===== src/rtl/rgb_to_raw.sv =====
// RGB to Bayer RAW (GRBG) converter: frame-sequenced FSM feeding a 2-stage output pipeline.
// Define RGB_TO_RAW_FRAME_CNT_EN to add the oFrameCount output.
module rgb_to_raw #(
   parameter int LINE_WIDTH   = 640,
   parameter int FRAME_HEIGHT = 480
) (
   input  logic        iCLK,
   input  logic        iRST_n,
   input  logic        iStart,
   input  logic [11:0] iRed,
   input  logic [11:0] iGreen,
   input  logic [11:0] iBlue,
   input  logic        iDataValid,
   output logic [11:0] oData,
   output logic        oDataValid,
   output logic [15:0] oX_Counter,
   output logic [15:0] oY_Counter,
   output logic        oFrameDone,
   output logic        oOverrun
`ifdef RGB_TO_RAW_FRAME_CNT_EN
   ,output logic [15:0] oFrameCount
`endif
);

   localparam logic [15:0] X_LAST = 16'(LINE_WIDTH - 1);
   localparam logic [15:0] Y_LAST = 16'(FRAME_HEIGHT - 1);

   typedef enum logic [1:0] {IDLE, ACTIVE, DONE} state_t;

   state_t      r_state;
   logic [15:0] r_x, r_y;
   logic        r_s1_vld, r_s1_last;
   logic [11:0] r_s1_data;
   logic [15:0] r_s1_x, r_s1_y;

   logic        w_restart, w_take, w_eol, w_last;
   logic [15:0] w_cx, w_cy;
   logic [11:0] w_pix;

   // A restart in ACTIVE makes the same-cycle pixel the origin of the new frame.
   assign w_restart = iStart && (r_state == ACTIVE);
   assign w_cx      = w_restart ? 16'd0 : r_x;
   assign w_cy      = w_restart ? 16'd0 : r_y;
   assign w_take    = (r_state == ACTIVE) && iDataValid;
   assign w_eol     = (w_cx == X_LAST);
   assign w_last    = w_eol && (w_cy == Y_LAST);

   always_comb begin
      w_pix = iGreen;
      case ({w_cy[0], w_cx[0]})
         2'b01:   w_pix = iRed;
         2'b10:   w_pix = iBlue;
         default: w_pix = iGreen;
      endcase
   end

   always_ff @(posedge iCLK or negedge iRST_n) begin
      if (!iRST_n) begin
         r_state  <= IDLE;
         r_x      <= '0;
         r_y      <= '0;
         oOverrun <= 1'b0;
      end else begin
         oOverrun <= 1'b0;
         case (r_state)
            IDLE: begin
               if (iStart) begin
                  r_state <= ACTIVE;
                  r_x     <= '0;
                  r_y     <= '0;
               end
            end
            ACTIVE: begin
               oOverrun <= iStart && ((r_x != 16'd0) || (r_y != 16'd0));
               if (w_take) begin
                  if (w_last) r_state <= DONE;
                  if (w_eol) begin
                     r_x <= '0;
                     r_y <= w_cy + 16'd1;
                  end else begin
                     r_x <= w_cx + 16'd1;
                     r_y <= w_cy;
                  end
               end else if (iStart) begin
                  r_x <= '0;
                  r_y <= '0;
               end
            end
            DONE: begin
               r_state <= iStart ? ACTIVE : IDLE;
               r_x     <= '0;
               r_y     <= '0;
            end
            default: r_state <= IDLE;
         endcase
      end
   end

   always_ff @(posedge iCLK or negedge iRST_n) begin
      if (!iRST_n) begin
         r_s1_vld   <= 1'b0;
         r_s1_last  <= 1'b0;
         r_s1_data  <= '0;
         r_s1_x     <= '0;
         r_s1_y     <= '0;
         oDataValid <= 1'b0;
         oFrameDone <= 1'b0;
         oData      <= '0;
         oX_Counter <= '0;
         oY_Counter <= '0;
      end else begin
         r_s1_vld <= w_take;
         if (w_take) begin
            r_s1_last <= w_last;
            r_s1_data <= w_pix;
            r_s1_x    <= w_cx;
            r_s1_y    <= w_cy;
         end
         oDataValid <= r_s1_vld;
         oFrameDone <= r_s1_vld && r_s1_last;
         if (r_s1_vld) begin
            oData      <= r_s1_data;
            oX_Counter <= r_s1_x;
            oY_Counter <= r_s1_y;
         end
      end
   end

`ifdef RGB_TO_RAW_FRAME_CNT_EN
   always_ff @(posedge iCLK or negedge iRST_n) begin
      if (!iRST_n)                      oFrameCount <= '0;
      else if (r_s1_vld && r_s1_last)   oFrameCount <= oFrameCount + 16'd1;
   end
`endif

endmodule


===== config.mk =====
export PLATFORM = sky130hd
export DESIGN_NAME = rgb_to_raw
export DESIGN_NICKNAME = d
export VERILOG_FILES = /design/src/rtl/rgb_to_raw.sv
export SDC_FILE = /design/constraint.sdc
export NUM_CORES = 1
export LEC_CHECK = 0
export BUFFER_PORTS_ARGS = -buffer_cell sky130_fd_sc_hd__buf_4
export CORE_MARGIN = 5
export CORE_UTILIZATION = 35
export DETAILED_ROUTE_END_ITERATION = 7
export GPL_ROUTABILITY_DRIVEN = 1
export MAX_ROUTING_LAYER = met4
export SYNTH_ARGS = -nofsm -noshare
export SYNTH_HDL_FRONTEND = slang
export SYNTH_SLANG_ARGS = --single-unit

===== constraint.sdc =====
create_clock -name iCLK -period 2.8 [get_ports iCLK]
set_input_delay 0.14 -clock iCLK [delete_from_list [all_inputs] [get_ports iCLK]]
set_output_delay 0.14 -clock iCLK [all_outputs]
set_load 0.05 [all_outputs]

==> summary.md, run 1 <==
The clock network accounts for 35.1% of the total power. STA classifies the critical path endpoint as a register. The die covers 20450 um^2.

The average instance in the mapped netlist occupies 10.00 um^2. For this run, the post-layout net count is 771. The wire length of the first global-routing pass was 28.32 mm. Of the total power, combinational logic draws 30.7%. Max-cap violations in this run came to 0. Walking the worst path, the cells encountered are ha_1, nand2_1, nand2_1, inv_1, ha_2, nand4_1, nor4_4, buf_4, buf_4, nand3_1, or3_1, a21oi_1. Reg-to-reg endpoint: r_y[12]. The cell leakage power was 3.682 nW. The worst min-delay path startpoint is iGreen[8].

For the number of ports placed on the die boundary, the log shows 87. Setup slack on the critical path of the routed design comes to 0.1483 ns. The first TritonRoute pass finished after 5 iterations. In this run, distinct cell masters in the synthesized netlist total 56. The cell type of the slowest stage on the worst timing path was sky130_fd_sc_hd__dfrtp_2. The run gives 0 as the total inserted antenna cells. The tools report the routed wire length as 17.33 mm. The floorplan step set the die width to 143.0 um.

The top-area cell type share of the netlist area was 51.32%. The sequential share of power is 34.2%, and the slew at the pin closest to its max-slew limit is 0.8872 ns. Measured along the y axis, the die boundary spans 143.0 um.

The detailed-route vias per instance works out to 5.429. The worst hold path depth is 3. Type of the most critical hold path: primary input to register.

The floorplan step defined a core boundary enclosing 17360 um^2. Final critical-path required period: 2.652 ns. TritonCTS built the clock tree.

The headroom to the max-slew limit came out at 40.85%. The worst register-to-register path begins at r_state[0]. Startpoint type of the worst setup path: a register. Via count of the first global-routing pass: 5248. The leading area contributor after synthesis is sky130_fd_sc_hd__dfrtp_1. Setup violations remaining at the end of the flow were counted as 0. The total half-perimeter wirelength after legalization and detailed placement came out at 12.30 mm. Setup total negative slack on the finished layout was measured at 0 ns. The logs give 6192 um^2 for the area of the mapped netlist and 69 for the pin count of the biggest net entering global routing. The number of max-slew violations in the final report was 0; the fraction of final layout cells with drive strength greater than 1 was 28.34%. For flop-to-flop paths, the worst setup slack is 0.15 ns.

The data required time of the worst path was 3.14 ns; the starting density of the core was 35.68%. On the final layout, the worst clock skew is 0.007249 ns. The path with the worst hold slack has its endpoint at r_s1_data[8]. After detailed routing, the number of remaining DRC violations is 0.

The final core utilization is 45.53%, and the largest driver fanout on the critical path is 6. Across every metal layer, demand over resource in global routing totals 18.00%. Dividing the final minimum period by the clock period gives 94.70%. The H-tree was split into 4 levels.

The worst-case IR drop observed on VDD is 0.4803 mV. For the upper clock frequency limit, the log shows 377.1 MHz. The worst hold slack is 0.02929 ns, and the weighted congestion reported at the end of routability-driven placement is 0.9188.

The logs give 4.300 mW for the cell-internal power and 48 for the number of standard-cell rows in the floorplan. In the final layout, the multi-input gates occupy 2836 um^2. The total power after layout was 6.571 mW; the detailed-route wire length per cell was 18.07 um.

In this run, the number of DRC markers left after iteration 0 of detailed routing was 349. Clock-pin slew was measured on the worst setup and hold paths at 0.06 ns. The logs give 5206 for the via total after detailed routing and 0 for the number of hold-slack violations in the final timing report. The number of sinks on the clock net was 127; the pre-CTS setup slack was 0.01956 ns. For the clock tree buffer depth, the log shows 2. Data on the critical path arrives at its endpoint at 2.99 ns. After filler insertion, the fill cell instance count of the layout stands at 1634.

The flow ran to the end, and the final reports show no timing, DRC or antenna violations. The fraction of power spent switching nets was 34.56%; the number of buffers created by CTS was 17. Counting every net in the synthesized netlist gives 669. The critical path in this run is classified as register to register. The initial antenna violation count was 0; the count of flip-flops with a built-in enable after synthesis was 0. Counting flops and latches in the post-synthesis netlist gives 127. The most used flip-flop cell after synthesis is sky130_fd_sc_hd__dfrtp_1. In this run the remaining antenna-violating nets after routing total 0.

Total congestion overflow after global routing: 0. The share of synthesized flip-flops with an asynchronous set or reset came out at 100.0%. The number of warnings issued by yosys came out at 0.

On the worst path, the slowest cell contributes a delay of 0.44 ns. Synthesis handed over a netlist of 619 instances. The power per unit of standard cell area came out at 831.5 nW/um^2. Port buffering added 86 buffers.

The post-synthesis sequential area ratio is 51.32%. Ranked by total cell area, the synthesized netlist is headed by sky130_fd_sc_hd__dfrtp_1 51%, sky130_fd_sc_hd__mux2_2 8.2%, sky130_fd_sc_hd__o21ai_0 4.8%, sky130_fd_sc_hd__nand2_1 4.6%, sky130_fd_sc_hd__a21oi_1 2.9%. The clock reaches the later pin of the worst-skew pair after 0.41 ns. The tools report the area taken by flip-flops and latches as 3181 um^2.

CTS placed an instance of sky130_fd_sc_hd__clkbuf_16 at the clock tree root. The post-synthesis to final-layout area growth is 27.62%, and the power spent charging and discharging nets is 2.271 mW. The worst reg-to-reg path cell count was 12.
per-layer routing:
layer / wire [um] / global-route usage, % / share of wire (%)
met5: 0 / - / 0
met4: 195 / 5.603 / 1.1
met3: 1233 / 4.287 / 7.1
met2: 8061 / 27.77 / 47
met1: 7843 / 23.59 / 45
synth_stat cells (2+ instances only):
master,n
sky130_fd_sc_hd__or4_1,2
sky130_fd_sc_hd__nand4_1,11
sky130_fd_sc_hd__buf_4,2
sky130_fd_sc_hd__inv_1,12
sky130_fd_sc_hd__a22o_1,2
sky130_fd_sc_hd__mux2i_1,3
sky130_fd_sc_hd__a22oi_1,12
sky130_fd_sc_hd__o311ai_0,2
sky130_fd_sc_hd__ha_1,10
sky130_fd_sc_hd__nand3_1,24
sky130_fd_sc_hd__and3_1,12
sky130_fd_sc_hd__nor2b_1,4
sky130_fd_sc_hd__a221o_1,2
sky130_fd_sc_hd__nand3b_1,2
sky130_fd_sc_hd__a2111oi_0,2
sky130_fd_sc_hd__o211ai_1,5
sky130_fd_sc_hd__a21oi_1,36
sky130_fd_sc_hd__and3b_1,2
sky130_fd_sc_hd__nor3_1,4
sky130_fd_sc_hd__a41oi_1,3
sky130_fd_sc_hd__and2_1,11
sky130_fd_sc_hd__a31oi_1,5
sky130_fd_sc_hd__nor4_1,12
sky130_fd_sc_hd__and4_1,7
sky130_fd_sc_hd__o41ai_1,2
sky130_fd_sc_hd__a32oi_1,3
sky130_fd_sc_hd__buf_1,3
sky130_fd_sc_hd__or3_1,2
sky130_fd_sc_hd__nor2_1,25
sky130_fd_sc_hd__o21ai_0,59
sky130_fd_sc_hd__nand2_1,76
sky130_fd_sc_hd__nand2b_1,23
sky130_fd_sc_hd__o31a_1,2
sky130_fd_sc_hd__clkbuf_1,36
sky130_fd_sc_hd__o31ai_1,9
sky130_fd_sc_hd__dfrtp_1,127
sky130_fd_sc_hd__mux2_2,45
sky130_fd_sc_hd__a211o_1,2
how the worst max path moves through the flow:
| stage | to | cells after the start | start | slack [ns] |
|---|---|---|---|---|
| after global placement | r_y[9] | 12 | r_state[1] | 0.09 |
| after floorplan | r_x[3] | 12 | r_state[1] | 0.02 |
| after global routing | r_s1_last | 12 | r_state[0] | -0.02 |
| final | r_y[12] | 12 | r_state[0] | 0.15 |
| after detailed placement | r_y[9] | 12 | r_state[1] | 0.02 |
| after CTS | r_y[8] | 11 | r_state[1] | 0.09 |
repair_timing:
action	4_1_cts	5_1_grt
hold buffers	1	0
endpoints found under the setup margin	1	21
gates resized for setup	1	7
endpoints found under the hold margin	66	0
setup buffers	0	4
pin swaps	0	1
cloned	0	0
worst max-delay path, delay by kind of cell, from the launching register on:
| kind | cells | cell delay [ns] |
|---|---|---|
| flops | 1 | 0.44 |
| compound gates | 1 | 0.16 |
| buf+inv | 3 | 0.37 |
| fa+ha+maj | 2 | 0.45 |
| simple gates | 6 | 1.15 |
cell families (layout without fill, tap and decap cells):
kind of cell	count (synthesis)	count (layout)	share of synthesized area, %
DFF	127	127	51.32
AOI/OAI and AO/OA	154	154	15.32
adders and majority gates	10	10	2.021
and+or+nand+nor	226	226	19.20
muxes	48	48	8.669
xor gates and xnor gates	1	1	0.1415
buffers and inverters	53	168	3.334
sequential cells by signal, summed over array words and instances, names as in the netlist:
| name | flops |
|---|---|
| r_s1_vld | 1 |
| r_state | 2 |
| r_s1_x | 16 |
| oDataValid | 1 |
| r_y | 16 |
| oOverrun | 1 |
| oY_Counter | 16 |
| r_s1_last | 1 |
| oFrameDone | 1 |
| r_s1_data | 12 |
| r_x | 16 |
| oData | 12 |
| r_s1_y | 16 |
| oX_Counter | 16 |
through the flow:
stage | cell area (um^2) | std cells
3_3_place_gp | 7222 | 922
4_1_cts | 7851 | 955
3_5_place_dp | 7222 | 922
2_1_floorplan | 6192 | 619
5_1_grt | 7903 | 959
6_report | 7903 | 959
final cells by class:
class / count / share of cell area [%]
flip-flops and latches: 127 / 40.25
repair buffers: 124 / 11.97
clock buffers: 21 / 5.700
well taps: 225 / 3.562
clock inverters: 11 / 2.058
multi-input cells: 439 / 35.89
inverters: 12 / 0.5700
power by group through the flow:
stage               combinational [mW]  clock [mW]  sequential (mW)
global route                      2.17        2.46             2.28
detailed placement                2.01           0             2.28
finish                            2.02        2.31             2.25
global placement                  1.99           0             2.27
CTS                               2.01        2.37             2.25
floorplan                        0.900           0             2.61
placed cells by master, fill, tap and decap left out, drive strengths merged, types with 6 or more instances in the layout:
| cell type | synthesis | layout |
|---|---|---|
| buf | 5 | 123 |
| and4 | 7 | 7 |
| dfrtp | 127 | 127 |
| nand3 | 24 | 24 |
| nand4 | 11 | 11 |
| mux2 | 45 | 45 |
| nor4 | 13 | 13 |
| o21ai | 59 | 59 |
| a22oi | 12 | 12 |
| and3 | 12 | 12 |
| a21oi | 36 | 36 |
| o31ai | 9 | 9 |
| nor2 | 25 | 25 |
| nand2 | 77 | 77 |
| clkinv | 0 | 6 |
| and2 | 11 | 11 |
| nand2b | 23 | 23 |
| ha | 10 | 10 |
| inv | 12 | 13 |
| clkbuf | 36 | 21 |
(Power assumes the default switching activity.)
==> run 2: changes to the inputs <==
==> constraint.sdc (replaced) <==
create_clock -name iCLK -period 2.8 [get_ports iCLK]
set_input_delay 0.28 -clock iCLK [delete_from_list [all_inputs] [get_ports iCLK]]
set_output_delay 0.28 -clock iCLK [all_outputs]
set_load 0.05 [all_outputs]
==> run 2 against run 1 <==
- fmax shrank 0.78%
- largest cell class unchanged
- final cell count shrank 0.21%
- via count shrank 0.27%
- worst hold slack gained 0.15 ns
- clock skew is essentially flat
- worst setup slack lost 0.021 ns
- largest power group is now sequential cells
- count of clock-buffer cells in the layout grew 2
==> summary.md, run 2 (synthesis gave the netlist of run 1 again) <==
The critical path buffer and inverter count was 1 (-2); the slew at the pin closest to its max-slew limit was 0.5613 ns (-0.3259 ns). The detailed-route wire length per cell came out at 18.25 um (+0.96%). The layout net count is 771 (unchanged), and the area of the core is 17360 um^2 (unchanged). For the number of max-slew violations in the final report, the log shows 0 (unchanged).

The via count of the first global-routing pass came out at 5262 (+0.27%). The most common cell after layout, fill and taps aside is sky130_fd_sc_hd__dfrtp_1. The critical path goes through ha_1, nand2_2, and2_1, ha_4, nand4_1, nor4_4, buf_4, nand2_4, or4_1, nand3_1. The clock transition at the registers of the reported paths works out to 0.05 ns (about the same). The count of TritonRoute iterations in the first routing pass is 5 (unchanged). The worst hold path begins at iGreen[9]. The pre-CTS setup slack was -0.0003950 ns (-0.01995 ns); the largest stage delay on the critical path was 0.52 ns (+0.08 ns).

Post-detailed-route DRC marker count: 0 (unchanged). The die extent in y was 143.0 um (unchanged). The detailed-route vias per instance is 5.425 (about the same). The run gives 35.68% (unchanged) as the starting density of the core.

The highest metal layer used by the detailed router is met4. The total power after layout is 6.529 mW (-0.65%). The library cells used most frequently in the layout, excluding fill and tap cells, are 126 x sky130_fd_sc_hd__dfrtp_1, 122 x sky130_fd_sc_hd__buf_4, 74 x sky130_fd_sc_hd__nand2_1, 59 x sky130_fd_sc_hd__o21ai_0, 45 x sky130_fd_sc_hd__mux2_2. The tools report the worst vdd rail ir drop as 0.3784 mV (-21%). The tools report the final setup violation count as 0 (unchanged).

The post-synthesis to final-layout area growth is 27.42%, and the arrival time of data at the critical path endpoint is 3.02 ns (+0.03 ns). Routed metal-1 wirelength: 7.922 mm (+1.0%). For the total half-perimeter wirelength after legalization and detailed placement, the log shows 12.47 mm (+1.4%).

The run gives 0 (unchanged) as the number of hold-slack violations in the final timing report. The number of buffers created by CTS is 17 (unchanged), and the total congestion overflow after global routing is 0 (unchanged). On the critical path, the stage with the largest delay is an instance of sky130_fd_sc_hd__or4_1. The logs give 0.1275 ns (-0.02078 ns) for the final setup slack of the worst path and 0.006807 ns (-0.0004417 ns) for the clock skew. The run gives 28.41 mm (+0.32%) as the wire length of the first global-routing pass. The number of nets with antenna violations after routing is 0 (unchanged). The cell leakage power is 3.667 nW (-0.41%). The tools report the fill cell instance count of the final layout as 1680 (+2.8%). The pin count of the biggest net entering global routing was 53 (-23%).

The critical path is of the register to register type. The violation count after the first detailed-routing iteration was 419 (+20%). The max-capacitance violation count was 0 (unchanged). The number of standard-cell rows in the floorplan came out at 48 (unchanged). The largest driver fanout on the critical path came out at 9 (+3). The startpoint identified for the worst register-to-register timing path is r_state[0]. The sum of negative setup slack came out at 0 ns (unchanged). Power per unit of standard cell area: 827.4 nW/um^2 (-0.49%). The type of the most critical hold path was primary input to register. Type of element capturing the critical path: a register.

The fraction of final layout cells with drive strength greater than 1 was 28.59% (+0.25 points). Routed wire length: 17.46 mm (+0.75%). The quantity of I/O buffers inserted on ports came out at 86 (unchanged).

The run gives 5192 (-0.27%) as the via total after detailed routing. The upper clock frequency limit came out at 374.2 MHz (-0.78%). The logs give 1 (+1) for the initial antenna violation count and 0.1744 ns (+0.1451 ns) for the worst hold slack.

The total length of routed met3 wires is 1.237 mm (+0.32%). STA classifies the critical path startpoint as a register. The weighted congestion reported at the end of routability-driven placement was 0.9176 (-0.13%). The met2 wire length is 8.020 mm (-0.51%), and the number of ports placed on the die boundary is 87 (unchanged). TritonCTS built the clock tree. The tools report the H-tree depth as 4 (unchanged).

The tools report the number of sinks on the clock net as 127 (unchanged). The data required time of the worst path was 3.14 ns (about the same). The family of cells with the greatest summed delay on the critical path is simple AND/OR/NAND/NOR gates.

The run gives 18.17% (+0.17 points) as the combined global-route utilization of all metal layers. The flow ran to the end, and the final reports show no timing, DRC or antenna violations. The tree is rooted in a sky130_fd_sc_hd__clkbuf_16. The most critical setup path has its startpoint at r_state[0].

The die footprint was 20450 um^2 (unchanged). The width of the die was 143.0 um (unchanged). The final critical-path required period came out at 2.672 ns (+0.02078 ns). The clock tree buffer depth was 2 (unchanged). The headroom to the max-slew limit is 62.58% (+22 points), and the insertion delay of the later-clocked pin in the worst-skew pair is 0.41 ns (about the same). The share of the cycle needed by the critical path after routing came out at 95.45% (+0.74 points).
-- run 2: cell types whose count changed in the layout (fill, tap and decap cells not counted), sizes merged --
| cell | previous run | this run |
|---|---|---|
| clkinv | 6 | 2 |
| clkbuf | 21 | 23 |
| inv | 13 | 12 |
| diode | 0 | 1 |
| bufinv | 4 | 3 |
| clkinvlp | 0 | 1 |
-- run 2: path summary, 6_finish.rpt --
kind                                       to  slack (ns)  depth (start not counted)
worst max register to register         r_y[4]        0.13                         10
worst min register to register   r_s1_data[9]        0.47                          2
max in group asynchronous          r_s1_y[10]        1.53                          3
worst max-delay path                   r_y[4]        0.13                         10
worst min-delay path             r_s1_data[9]        0.17                          3
min in group asynchronous       r_s1_data[10]        0.41                          2
-- run 2: timing repair --
item                       4_1_cts  5_1_grt
resized for setup                1        9
pin swaps                        0        2
hold endpoints to repair        41        0
setup endpoints to repair        1       23
hold buffers                     1        0
setup buffers                    0        4
-- run 2: tightest hold or removal path, stage by stage --
cell and delay, ns:
sky130_fd_sc_hd__buf_4 0.08, sky130_fd_sc_hd__a21oi_1 0.06, sky130_fd_sc_hd__o21ai_0 0.12
-- run 2: report_power, final --
group	internal (mW)	switching (mW)	total, mW
registers	2.08	0.172	2.25
clock network	1.48	0.767	2.24
logic	0.717	1.31	2.03
total	4.28	2.25	6.53
-- run 2: metrics by stage --
step / area [um^2] / cells / util, %
detailed placement: 7222 / 922 / 41.61
CTS: 7834 / 952 / 45.13
floorplan: 6192 / 619 / -
global placement: 7222 / 922 / 41.61
finish: 7890 / 957 / 45.46
global route: 7890 / 957 / 45.46
-- run 2: final cells by class --
type                    count  area (um^2)  share of cell area (%)
clock buffers              23        488.0                   6.185
inverters                  12        45.04                  0.5709
diodes                      1        2.502                 0.03172
multi-input cells         439         2840                   36.00
well taps                 225        281.5                   3.568
flip-flops and latches    127         3179                   40.29
repair buffers            124        945.9                   11.99
clock inverters             6        107.6                   1.364
-- run 2: layer usage --
| layer | GRT usage (%) | up-vias |
|---|---|---|
| li1 | - | 2460 |
| met1 | 23.90 | 2532 |
| met2 | 27.18 | 180 |
| met3 | 4.789 | 20 |
| met4 | 6.453 | 0 |
| met5 | - | - |
